$ cat src/rtl/rr_arbiter_pkg.sv
// Shared types and helpers for the round-robin arbiter slice.
package rr_arbiter_pkg;

  typedef enum logic {
    IDLE  = 1'b0,
    GRANT = 1'b1
  } state_e;

  // Next search start: one past the last winner, wrapping at width.
  function automatic int unsigned pivot_inc(input int unsigned idx, input int unsigned width);
    return (idx + 1) % width;
  endfunction

endpackage

$ cat src/rtl/masked_priority_encoder.sv
// Rotating priority encoder: finds the first set request starting at a pivot.
// DESCENDING=0 scans upward (lowest index >= pivot, else lowest index < pivot).
module masked_priority_encoder #(
  parameter int WIDTH = 4,
  parameter bit DESCENDING = 1'b0,
  localparam int IDX_W = $clog2(WIDTH)
) (
  input  logic [WIDTH-1:0] req,
  input  logic [IDX_W-1:0] pivot,
  output logic             valid,
  output logic [IDX_W-1:0] idx
);

  logic             hi_found;
  logic             lo_found;
  logic [IDX_W-1:0] hi_idx;
  logic [IDX_W-1:0] lo_idx;

  always_comb begin
    // NOTE: every variable gets a default before the loop so no latch is inferred.
    hi_found = 1'b0;
    lo_found = 1'b0;
    hi_idx   = '0;
    lo_idx   = '0;
    // Visit candidates so that the preferred one in each window is written last.
    for (int i = 0; i < WIDTH; i++) begin
      int j;
      j = DESCENDING ? i : (WIDTH - 1 - i);
      if (req[j]) begin
        if (DESCENDING ? (j <= int'(pivot)) : (j >= int'(pivot))) begin
          hi_found = 1'b1;
          hi_idx   = IDX_W'(j);
        end else begin
          lo_found = 1'b1;
          lo_idx   = IDX_W'(j);
        end
      end
    end
    valid = hi_found | lo_found;
    idx   = hi_found ? hi_idx : lo_idx;
  end

endmodule

$ cat src/rtl/rr_grant_sequencer.sv
// Registered round-robin grant controller: owns the pivot, holds one-hot grants.
// Optional hold-timeout preemption is enabled with `define RR_HOLD_TIMEOUT_EN.
module rr_grant_sequencer
  import rr_arbiter_pkg::*;
#(
  parameter int WIDTH    = 4,
  parameter int MAX_HOLD = 16,
  localparam int IDX_W   = $clog2(WIDTH)
) (
  input  logic             i_clk,
  input  logic             i_rst_n,
  input  logic [WIDTH-1:0] i_req,
  input  logic             i_release,
  output logic [WIDTH-1:0] o_grant,
  output logic [IDX_W-1:0] o_grant_idx,
  output logic             o_grant_valid,
  output logic             o_preempt
);

  if (WIDTH < 2 || (WIDTH & (WIDTH - 1)) != 0 || MAX_HOLD < 2) begin : g_bad_param
    $error("rr_grant_sequencer: WIDTH must be a power of two >= 2 and MAX_HOLD >= 2");
  end

  state_e           state_q, state_d;
  logic [WIDTH-1:0] grant_q, grant_d;
  logic [IDX_W-1:0] idx_q, idx_d;
  logic [IDX_W-1:0] pivot_q, pivot_d;
  logic [WIDTH-1:0] enc_req;
  logic             enc_valid;
  logic [IDX_W-1:0] enc_idx;
  logic             hold_req;
  logic             timeout;
  logic             end_grant;
  logic             load;

  // The current holder is masked so a still-requesting holder cannot win twice in a row.
  assign enc_req  = i_req & ~grant_q;
  assign hold_req = i_req[idx_q];

  masked_priority_encoder #(
    .WIDTH      (WIDTH),
    .DESCENDING (1'b0)
  ) u_encoder (
    .req   (enc_req),
    .pivot (pivot_q),
    .valid (enc_valid),
    .idx   (enc_idx)
  );

`ifdef RR_HOLD_TIMEOUT_EN
  localparam int CNT_W = $clog2(MAX_HOLD + 1);

  logic [CNT_W-1:0] cnt_q, cnt_d;
  logic             preempt_q, preempt_d;

  // Only preempt when someone else is actually waiting.
  assign timeout = (state_q == GRANT) && (cnt_q == CNT_W'(MAX_HOLD - 1)) && enc_valid;

  always_comb begin
    cnt_d     = cnt_q;
    preempt_d = 1'b0;
    if (load || state_d == IDLE) begin
      cnt_d = '0;
    end else if (cnt_q != CNT_W'(MAX_HOLD - 1)) begin
      cnt_d = cnt_q + CNT_W'(1);
    end
    // A release or request drop on the same edge takes precedence over timeout.
    if (end_grant && timeout && !i_release && hold_req) begin
      preempt_d = 1'b1;
    end
  end

  always_ff @(posedge i_clk or negedge i_rst_n) begin
    if (!i_rst_n) begin
      cnt_q     <= '0;
      preempt_q <= 1'b0;
    end else begin
      cnt_q     <= cnt_d;
      preempt_q <= preempt_d;
    end
  end

  assign o_preempt = preempt_q;
`else
  assign timeout   = 1'b0;
  assign o_preempt = 1'b0;
`endif

  always_comb begin
    state_d   = state_q;
    grant_d   = grant_q;
    idx_d     = idx_q;
    pivot_d   = pivot_q;
    end_grant = 1'b0;
    load      = 1'b0;
    case (state_q)
      IDLE: begin
        load = enc_valid;
      end
      GRANT: begin
        end_grant = i_release | ~hold_req | timeout;
        if (end_grant) begin
          if (enc_valid) begin
            load = 1'b1;
          end else begin
            state_d = IDLE;
            grant_d = '0;
            idx_d   = '0;
          end
        end
      end
      default: state_d = IDLE;
    endcase
    if (load) begin
      state_d = GRANT;
      grant_d = WIDTH'(1) << enc_idx;
      idx_d   = enc_idx;
      pivot_d = IDX_W'(pivot_inc(32'(enc_idx), WIDTH));
    end
  end

  always_ff @(posedge i_clk or negedge i_rst_n) begin
    if (!i_rst_n) begin
      state_q <= IDLE;
      grant_q <= '0;
      idx_q   <= '0;
      pivot_q <= '0;
    end else begin
      // NOTE: non-blocking assignments so every flop samples pre-edge values.
      state_q <= state_d;
      grant_q <= grant_d;
      idx_q   <= idx_d;
      pivot_q <= pivot_d;
    end
  end

  assign o_grant       = grant_q;
  assign o_grant_idx   = idx_q;
  assign o_grant_valid = (state_q == GRANT);

endmodule

$ cat config.mk
export PLATFORM = sky130hd
export DESIGN_NAME = rr_grant_sequencer
export DESIGN_NICKNAME = d
export VERILOG_FILES = /design/src/rtl/rr_arbiter_pkg.sv /design/src/rtl/masked_priority_encoder.sv /design/src/rtl/rr_grant_sequencer.sv
export SDC_FILE = /design/constraint.sdc
export NUM_CORES = 1
export LEC_CHECK = 0
export BUFFER_PORTS_ARGS = -buffer_cell sky130_fd_sc_hd__buf_2
export CAP_MARGIN = 20
export CORE_AREA = 2 2 49 51
export CTS_BUF_LIST = sky130_fd_sc_hd__clkbuf_4
export CTS_CLUSTER_SIZE = 12
export DETAILED_ROUTE_END_ITERATION = 10
export DIE_AREA = 0 0 51 53
export PLACE_DENSITY = 0.49
export SLEW_MARGIN = 20
export SYNTH_ARGS = -nofsm -noshare
export SYNTH_HDL_FRONTEND = slang
export SYNTH_SLANG_ARGS = --single-unit
$ cat constraint.sdc
create_clock -name i_clk -period 1.85 [get_ports i_clk]
set_clock_uncertainty 0.1 [all_clocks]
set_input_delay 0.555 -clock i_clk [delete_from_list [all_inputs] [get_ports i_clk]]
set_output_delay 0.555 -clock i_clk [all_outputs]
set_load 0.02 [all_outputs]
==> impl_metrics.csv, run 1 <==
group,metric,value,unit
status,outcome,"finished, final reports clean",
routing,viasPerCell,4.79,
power,p_sw_share,40.2,%
synth,syn_nets,67,
global_route,grt_pass1_vias,513,
synth,ys_types,25,
clocking,cts-htree-levels,1,
power,p_int,0.830,mW
routing,drc,0,
setup_path,r2r-start,"o_grant[0]",
synth,synth_area,621,um2
power,leakage,0.416,nW
layout,diodes,0,
clocking,cts.sink_count,9,
routing,drtIter0Drc,7,
setup_path,cp-end-kind,"register",
power,seqPwrFrac,27.1,%
floorplanning,rows,17,
global_route,grt_usage,12.1,%
setup_path,r2r.worst_path.cells,6,
setup_path,critical_path_class,"register to register",
synth,ys.flop_type,"dfrtp_1",
power,power,1.39,mW
power,power.density,1660,nW/um2
timing,slew_viol_final,0,
routing,ant_nets,0,
global_route,met1_usage,15.9,%
timing,finalHoldViolCount,0,
global_route,overflow,0,
routing,routed_wl,1360,um
power,combPwrFrac,61.3,%
setup_path,path_max_fanout,5,
routing,num_vias,517,
timing,setup_violations,0,
global_route,use_met3,1.98,%
power,p_sw,0.557,mW
place,place_congestion,0.705,
global_route,grt_max_degree,10,
global_route,grt_pass1_wl,2320,um
synth,syn_inst,56,
clocking,cts_tree,"done",
floorplanning,die_width,51,um
timing,post-route-period-util,94.2,%
synth,avgSynthCellArea,11.1,um2
clocking,root_buffer,"clkbuf_4",
clocking,cts_setup_buffers,0,
clocking,clock_latency,0.25,ns
synth,yosysMostFrequentCell,"dfrtp_1",
global_route,grt.busiest_layer,"met2",
clocking,cts_made_buffers,3,
layout,fin_nets,92,
clocking,clockBufferDepth,2,
timing,tns,0,ns
synth,synth_area_leaders,"dfrtp_1, ha_1, a22o_2",
synth,synth_edf_count,0,
setup_path,r2r-end,"pivot_q[1]",
timing,post-route-min-period,1.74,ns
synth,synth_seq_cells,9,
floorplanning,start_util,28.9,%
job,max_cap_violations,0,
synth,yosys.area.top_type,"dfrtp_1",
global_route,antenna_found_initial,0,
setup_path,cp.required,1.89,ns
routing,first_pass_iters,4,
clocking,path_clk_slew,0.06,ns
setup_path,start_kind,"register",
global_route,gr-usage-met2,18.0,%
floorplanning,core,2150,um2
setup_path,arrival,1.79,ns
power,ir_worst_vdd,0.000528,V
synth,synth_top_cell_area_share,36.3,%
synth,netlist_top_cells_count,"dfrtp_1, inv_1",
synth,synth-async-reset-ratio,100,%
setup_path,r2r_slack,0.11,ns
floorplanning,dieArea,2700,um2
min_path,hold_path.class,"primary input to asynchronous set/reset pin",
floorplanning,io_pins,15,
place,dp_hpwl,1080,um
timing,max_freq,574,MHz
synth,seq_area_frac_synth,36.3,%
power,clkPwrFrac,11.6,%
layout,areaGrowthSynthToFinish,34.5,%
place,io_buffers,13,
layout,drive_above_1_share,52.5,%
routing,wire_per_inst,12.6,um
floorplanning,fp.dieH,53,um
setup_path,startpoint,"o_grant[0]",
synth,ys_warn_count,0,
[sequential cells by signal, indices dropped and copies added (netlist names)]
name,flops
o_grant_valid,1
o_grant,4
pivot_q,2
o_grant_idx,2
[worst max-delay path by stage]
stage                 endpoint  slack [ns]  cells after the start
floorplan           pivot_q[1]      0.0006                      6
global placement    o_grant[0]       -0.12                      7
detailed placement  pivot_q[1]       -0.15                      7
CTS                 pivot_q[1]        0.04                      6
global route        o_grant[2]      -0.001                      7
finish              pivot_q[1]        0.11                      6
[power by group through the flow]
stage | sequential (mW) | clock [mW] | combinational (mW)
after floorplan | 0.434 | 0 | 0.483
after global placement | 0.371 | 0 | 0.821
after detailed placement | 0.370 | 0 | 0.826
after CTS | 0.367 | 0.167 | 0.831
after global routing | 0.395 | 0.178 | 0.944
final | 0.376 | 0.161 | 0.851
[cells by family after synthesis]
logic type	share of synthesized area [%]
flops	36.3
simple gates	15.7
mux	9.68
compound gates	25.4
fa+ha+maj	8.06
other cells	0.604
buf+inv	4.23
[per-stage QoR]
stage	hold slack (ns)	instance area, um2	setup slack, ns	cells	utilization, %
floorplan	0.159	628	0.000590	56	-
global placement	0.320	781	-0.120	104	36.3
detailed placement	0.319	781	-0.148	104	36.3
CTS	0.0419	811	0.0365	108	37.7
global route	0.0387	835	-0.00100	108	38.8
finish	0.0396	835	0.107	108	38.8
[placed cells by master, fill, tap and decap left out, types with 2 or more instances in the layout]
cell type / instances
buf_2: 13
dfrtp_1: 9
buf_4: 8
inv_1: 5
o21ai_0: 4
a22o_2: 4
ha_1: 4
clkbuf_4: 4
nor2b_1: 3
nand2b_1: 2
nand2b_4: 2
o221ai_2: 2
mux2i_1: 2
or2_2: 2
mux2_4: 2
[area by class of cell]
cell class	instances	area (um2)
Inverter	5	18.8
Timing Repair Buffer	21	125
Clock buffer	4	30.0
Sequential cell	9	225
Tap cell	28	35.0
Multi-Input combinational cell	41	400
Fill cell	226	1310
[timing repair]
action / CTS / global route
endpoints found under the hold margin: 0 / 0
gates resized for setup: 0 / 5
hold buffers: 0 / 0
setup endpoints to repair: 0 / 3
[metal layers]
layer	wire length, um	share of wire (%)
met3	62	4.6
met2	646	48
met4	38	2.8
met1	608	45
met5	0	0
[worst max-delay path, cell delays in order (launching register included)]
cell      delay [ns]
dfrtp_1         0.39
nand2b_4        0.17
o221ai_2        0.16
a22o_1          0.21
inv_1           0.08
ha_1            0.27
mux2_4          0.26
No activity file was read; power rests on OpenSTA's default activity.
==> run 2, diff against run 1 <==
- PLACE_DENSITY: 0.49 -> default
- PLACE_DENSITY_LB_ADDON: default -> 0.2
- SETUP_SLACK_MARGIN: default -> 0.2
- clock period: 1.85 -> 1.4 ns (I/O delays scaled with it)
==> impl_metrics.csv, run 2 (synthesis gave the netlist of run 1 again) <==
group,metric,value,unit
status,outcome,"finished, violations left",
status,violations,"negative setup slack",
clocking,clock_latency,0.27,ns
global_route,overflow,0,
layout,fin_nets,115,
job,max_cap_violations,0,
routing,drtIter0Drc,6,
setup_path,r2r_slack,-0.33,ns
timing,hold_ws,0.431,ns
setup_path,critical_path_class,"register to register",
layout,largest_register_ffs,4,
layout,diodes,0,
global_route,grt_pass1_vias,619,
setup_path,start_kind,"register",
power,p_sw_share,36.7,%
floorplanning,io_pins,15,
min_path,hold_path.class,"primary input to asynchronous set/reset pin",
power,p_sw,1.01,mW
setup_path,path_max_fanout,5,
layout,final_cell_mix,"buf_4, buf_6, buf_2, dfrtp_2",
clocking,cts.sink_count,9,
routing,wire_per_inst,13.8,um
clocking,path_clk_slew,0.06,ns
place,dp_hpwl,1180,um
setup_path,r2r-end,"pivot_q[1]",
floorplanning,fp.dieH,53,um
routing,routed_wl,1810,um
timing,post-route-min-period,1.73,ns
place,place_ws,-0.527,ns
layout,drive_above_1_share,82.5,%
clocking,clockBufferDepth,2,
layout,final_common_cell,"buf_4",
timing,post-route-period-util,123,%
global_route,antenna_found_initial,0,
power,power.density,2270,nW/um2
global_route,grt_max_degree,10,
floorplanning,rows,17,
setup_path,r2r.worst_path.cells,6,
timing,setup_violations,14,
clocking,cts_made_buffers,3,
floorplanning,start_util,28.9,%
timing,rsz0062_at_grt,"yes",
power,seqPwrFrac,19.0,%
setup_path,arrival,1.78,ns
floorplanning,core,2150,um2
global_route,grt_usage,14.8,%
setup_path,path_cells,"nand2b_4 > buf_6 > a22oi_2 > buf_4 > ha_4 > mux2_4",
power,power,2.75,mW
timing,finalHoldViolCount,0,
power,clkPwrFrac,8.4,%
floorplanning,dieArea,2700,um2
power,ir_worst_vdd,0.00130,V
place,dpl_cell_area,893,um2
floorplanning,die_width,51,um
clocking,cts-htree-levels,1,
global_route,grt_pass1_wl,2840,um
timing,slew_viol_final,0,
power,combPwrFrac,72.6,%
power,p_int,1.74,mW
routing,drc,0,
routing,ant_nets,0,
timing,max_freq,580,MHz
setup_path,cp-end-kind,"register",
clocking,root_buffer,"clkbuf_4",
power,leakage,0.577,nW
setup_path,startpoint,"o_grant[2]",
place,place_congestion,0.709,
clocking,cts_tree,"done",
timing,worst_slack,-0.325,ns
setup_path,r2r-start,"o_grant[2]",
setup_path,cp.required,1.46,ns
routing,num_vias,602,
setup_path,cp_top_family,"flip-flops",
setup_path,path_buf_inv,2,
layout,finish.utilization,56.5,%
setup_path,critPathMaxStageDelay,0.41,ns
layout,areaGrowthSynthToFinish,95.6,%
routing,first_pass_iters,4,
setup_path,crit_slowest_cell,"dfrtp_2",
routing,viasPerCell,4.60,
place,io_buffers,13,
layout,fin_area,1210,um2
-- run 2: area by class of cell --
cell class | instances | area, um2
fill | 184 | 935
inverter | 5 | 18.8
multi-input combinational | 41 | 515
tap | 28 | 35.0
clock buffer | 4 | 30.0
timing repair buffer | 44 | 382
sequential | 9 | 233
-- run 2: what timing repair did --
item | 4_1_cts | 5_1_grt
setup endpoints to repair | 16 | 16
gates resized for setup | 28 | 19
hold buffers | 1 | 0
setup buffers | 5 | 8
endpoints found under the hold margin | 9 | 0
pin swaps | 5 | 10
-- run 2: worst register-to-register path, stage by stage (launching register included) --
cell and delay [ns]:
dfrtp_2 0.41, nand2b_4 0.17, buf_6 0.12, a22oi_2 0.21, buf_4 0.17, ha_4 0.18, mux2_4 0.25
-- run 2: routing by layer --
layer / share of wire, % / vias up / GRT usage (%)
met1: 40 / 288 / 16.3
met5: 0 / - / 0
met4: 1.1 / 0 / 6.31
met2: 54 / 11 / 26.2
met3: 4.2 / 2 / 4.52
li1: - / 301 / -
-- run 2: power by group through the flow --
stage	logic, mW	registers (mW)	clock network [mW]
after floorplan	0.703	0.605	0
after global placement	1.29	0.500	0
after detailed placement	1.30	0.500	0
after CTS	1.65	0.511	0.241
after global routing	2.16	0.543	0.259
final	2.00	0.524	0.231
-- run 2: worst max-delay path by stage --
stage	depth (start not counted)	slack (ns)	endpoint
3_5_place_dp	7	-0.53	pivot_q[1]
5_1_grt	6	-0.37	pivot_q[1]
4_1_cts	6	-0.33	pivot_q[1]
6_report	6	-0.33	pivot_q[1]
3_3_place_gp	7	-0.50	pivot_q[1]
2_1_floorplan	6	-0.36	pivot_q[1]
-- run 2: metrics by stage --
step | setup TNS (ns) | instances
global placement | -3.20 | 113
CTS | -2.58 | 123
detailed placement | -3.31 | 113
finish | -2.46 | 131
global route | -3.08 | 131
floorplan | -1.74 | 56
==> run 3, diff against run 2 <==
- BUFFER_PORTS_ARGS: -buffer_cell sky130_fd_sc_hd__buf_2 -> default
- DONT_BUFFER_PORTS: default -> 1
==> impl_metrics.csv, run 3 (synthesis gave the netlist of run 1 again) <==
group,metric,value,unit
setup_path,cp-end-kind,"register",
timing,post-route-min-period,1.69,ns
layout,largest_register_ffs,4,
routing,routed_wl,1740,um
timing,post-route-period-util,121,%
layout,final_common_cell,"buf_4",
routing,ant_nets,0,
layout,multi_input_area,546,um2
clocking,cts-htree-levels,1,
setup_path,start_kind,"register",
floorplanning,rows,17,
routing,wire_per_inst,14.9,um
floorplanning,start_util,28.9,%
setup_path,cp.required,1.45,ns
layout,drive_above_1_share,83.1,%
floorplanning,io_pins,15,
min_path,hold_path.class,"primary input to register",
layout,diodes,0,
timing,slew_viol_final,0,
clocking,cts.sink_count,9,
floorplanning,core,2150,um2
power,power.density,2350,nW/um2
status,violations,"negative setup slack",
timing,rsz0062_at_grt,"yes",
global_route,overflow,0,
power,power,2.69,mW
place,place_congestion,0.678,
layout,final_cell_mix,"buf_4, buf_6, dfrtp_2",
place,dp_hpwl,1160,um
timing,max_freq,591,MHz
clocking,clock_latency,0.27,ns
global_route,grt_usage,15.1,%
floorplanning,dieArea,2700,um2
clocking,cts_tree,"done",
place,io_buffers,0,
floorplanning,fp.dieH,53,um
timing,worst_slack,-0.292,ns
place,place_ws,-0.374,ns
setup_path,critical_path_class,"register to register",
global_route,grt_pass1_vias,578,
routing,drtIter0Drc,0,
timing,setup_violations,12,
layout,ff_latch_area,234,um2
setup_path,path_max_fanout,6,
routing,first_pass_iters,1,
setup_path,arrival,1.74,ns
power,ir_worst_vdd,0.00129,V
layout,fillers,189,
routing,viasPerCell,4.85,
clocking,cts_made_buffers,3,
setup_path,path_cells,"mux2i_4 > o32ai_4 > nor2_4 > mux2_4",
clocking,clockBufferDepth,2,
floorplanning,die_width,51,um
clocking,path_clk_slew,0.06,ns
layout,fin_nets,101,
clocking,root_buffer,"clkbuf_4",
job,max_cap_violations,0,
power,leakage,0.503,nW
timing,tns,-2.21,ns
layout,areaGrowthSynthToFinish,84.1,%
status,outcome,"finished, violations left",
global_route,antenna_found_initial,0,
routing,drc,0,
timing,hold_ws,0.369,ns
global_route,grt_max_degree,10,
setup_path,critPathMaxStageDelay,0.45,ns
global_route,grt_pass1_wl,2790,um
setup_path,crit_slowest_cell,"dfrtp_2",
timing,finalHoldViolCount,0,
routing,num_vias,567,
-- run 3: changes by cell type in the layout (fill, tap and decap cells not counted), sizes merged --
cell	previous run	this run
buf	43	29
-- run 3: metal layers --
metal / up-vias / part of all wire [%] / track usage, %
li1: 277 / - / -
met1: 271 / 35 / 14.0
met2: 14 / 57 / 28.6
met3: 5 / 6.3 / 7.06
met4: 0 / 1.5 / 5.41
met5: - / 0 / 0
-- run 3: layout make-up --
class	instances	area share (%)
clock buffers	4	2.63
flip-flops and latches	9	20.5
well taps	28	3.07
inverters	5	1.86
multi-input cells	41	47.8
repair buffers	30	24.2
-- run 3: metrics by stage --
step           instance area, um2  cells  util, %
2_1_floorplan                 673     56        -
3_3_place_gp                  828    100     38.6
3_5_place_dp                  828    100     38.6
4_1_cts                      1030    109     47.9
5_1_grt                      1140    117     53.2
6_report                     1140    117     53.2
-- run 3: worst paths after layout --
| path | from | endpoint | slack (ns) | cells past startpoint |
|---|---|---|---|---|
| setup / recovery | o_grant_idx[1] | pivot_q[1] | -0.29 | 4 |
| max in group asynchronous | i_rst_n | o_grant[3] | 0.45 | 1 |
| hold / removal | i_release | o_grant_valid | 0.37 | 3 |
| setup reg to reg | o_grant_idx[1] | pivot_q[1] | -0.29 | 4 |
| min in group asynchronous | i_rst_n | o_grant_valid | 0.42 | 1 |
| hold reg to reg | o_grant_idx[0] | o_grant_idx[0] | 0.52 | 2 |
-- run 3: where the power goes --
part           switching [mW]  internal [mW]  total, mW  leakage, nW
Clock                  0.0957          0.130      0.225       0.0184
Sequential              0.139          0.393      0.532        0.100
Combinational           0.775           1.15       1.93        0.384
-- run 3: critical path: cells and delay by family, from the launching register on --
| kind | cells | cell delay (ns) |
|---|---|---|
| flip-flops | 1 | 0.45 |
| AND/OR/NAND/NOR | 1 | 0.26 |
| multiplexers | 2 | 0.62 |
| AO/OA/AOI/OAI | 1 | 0.14 |
-- run 3: repair_timing --
item,CTS,global route
hold buffers,1,0
gates resized for setup,32,11
setup endpoints to repair,16,16
endpoints found under the hold margin,9,0
gates cloned,0,0
pin swaps,10,7
buffers inserted,4,8
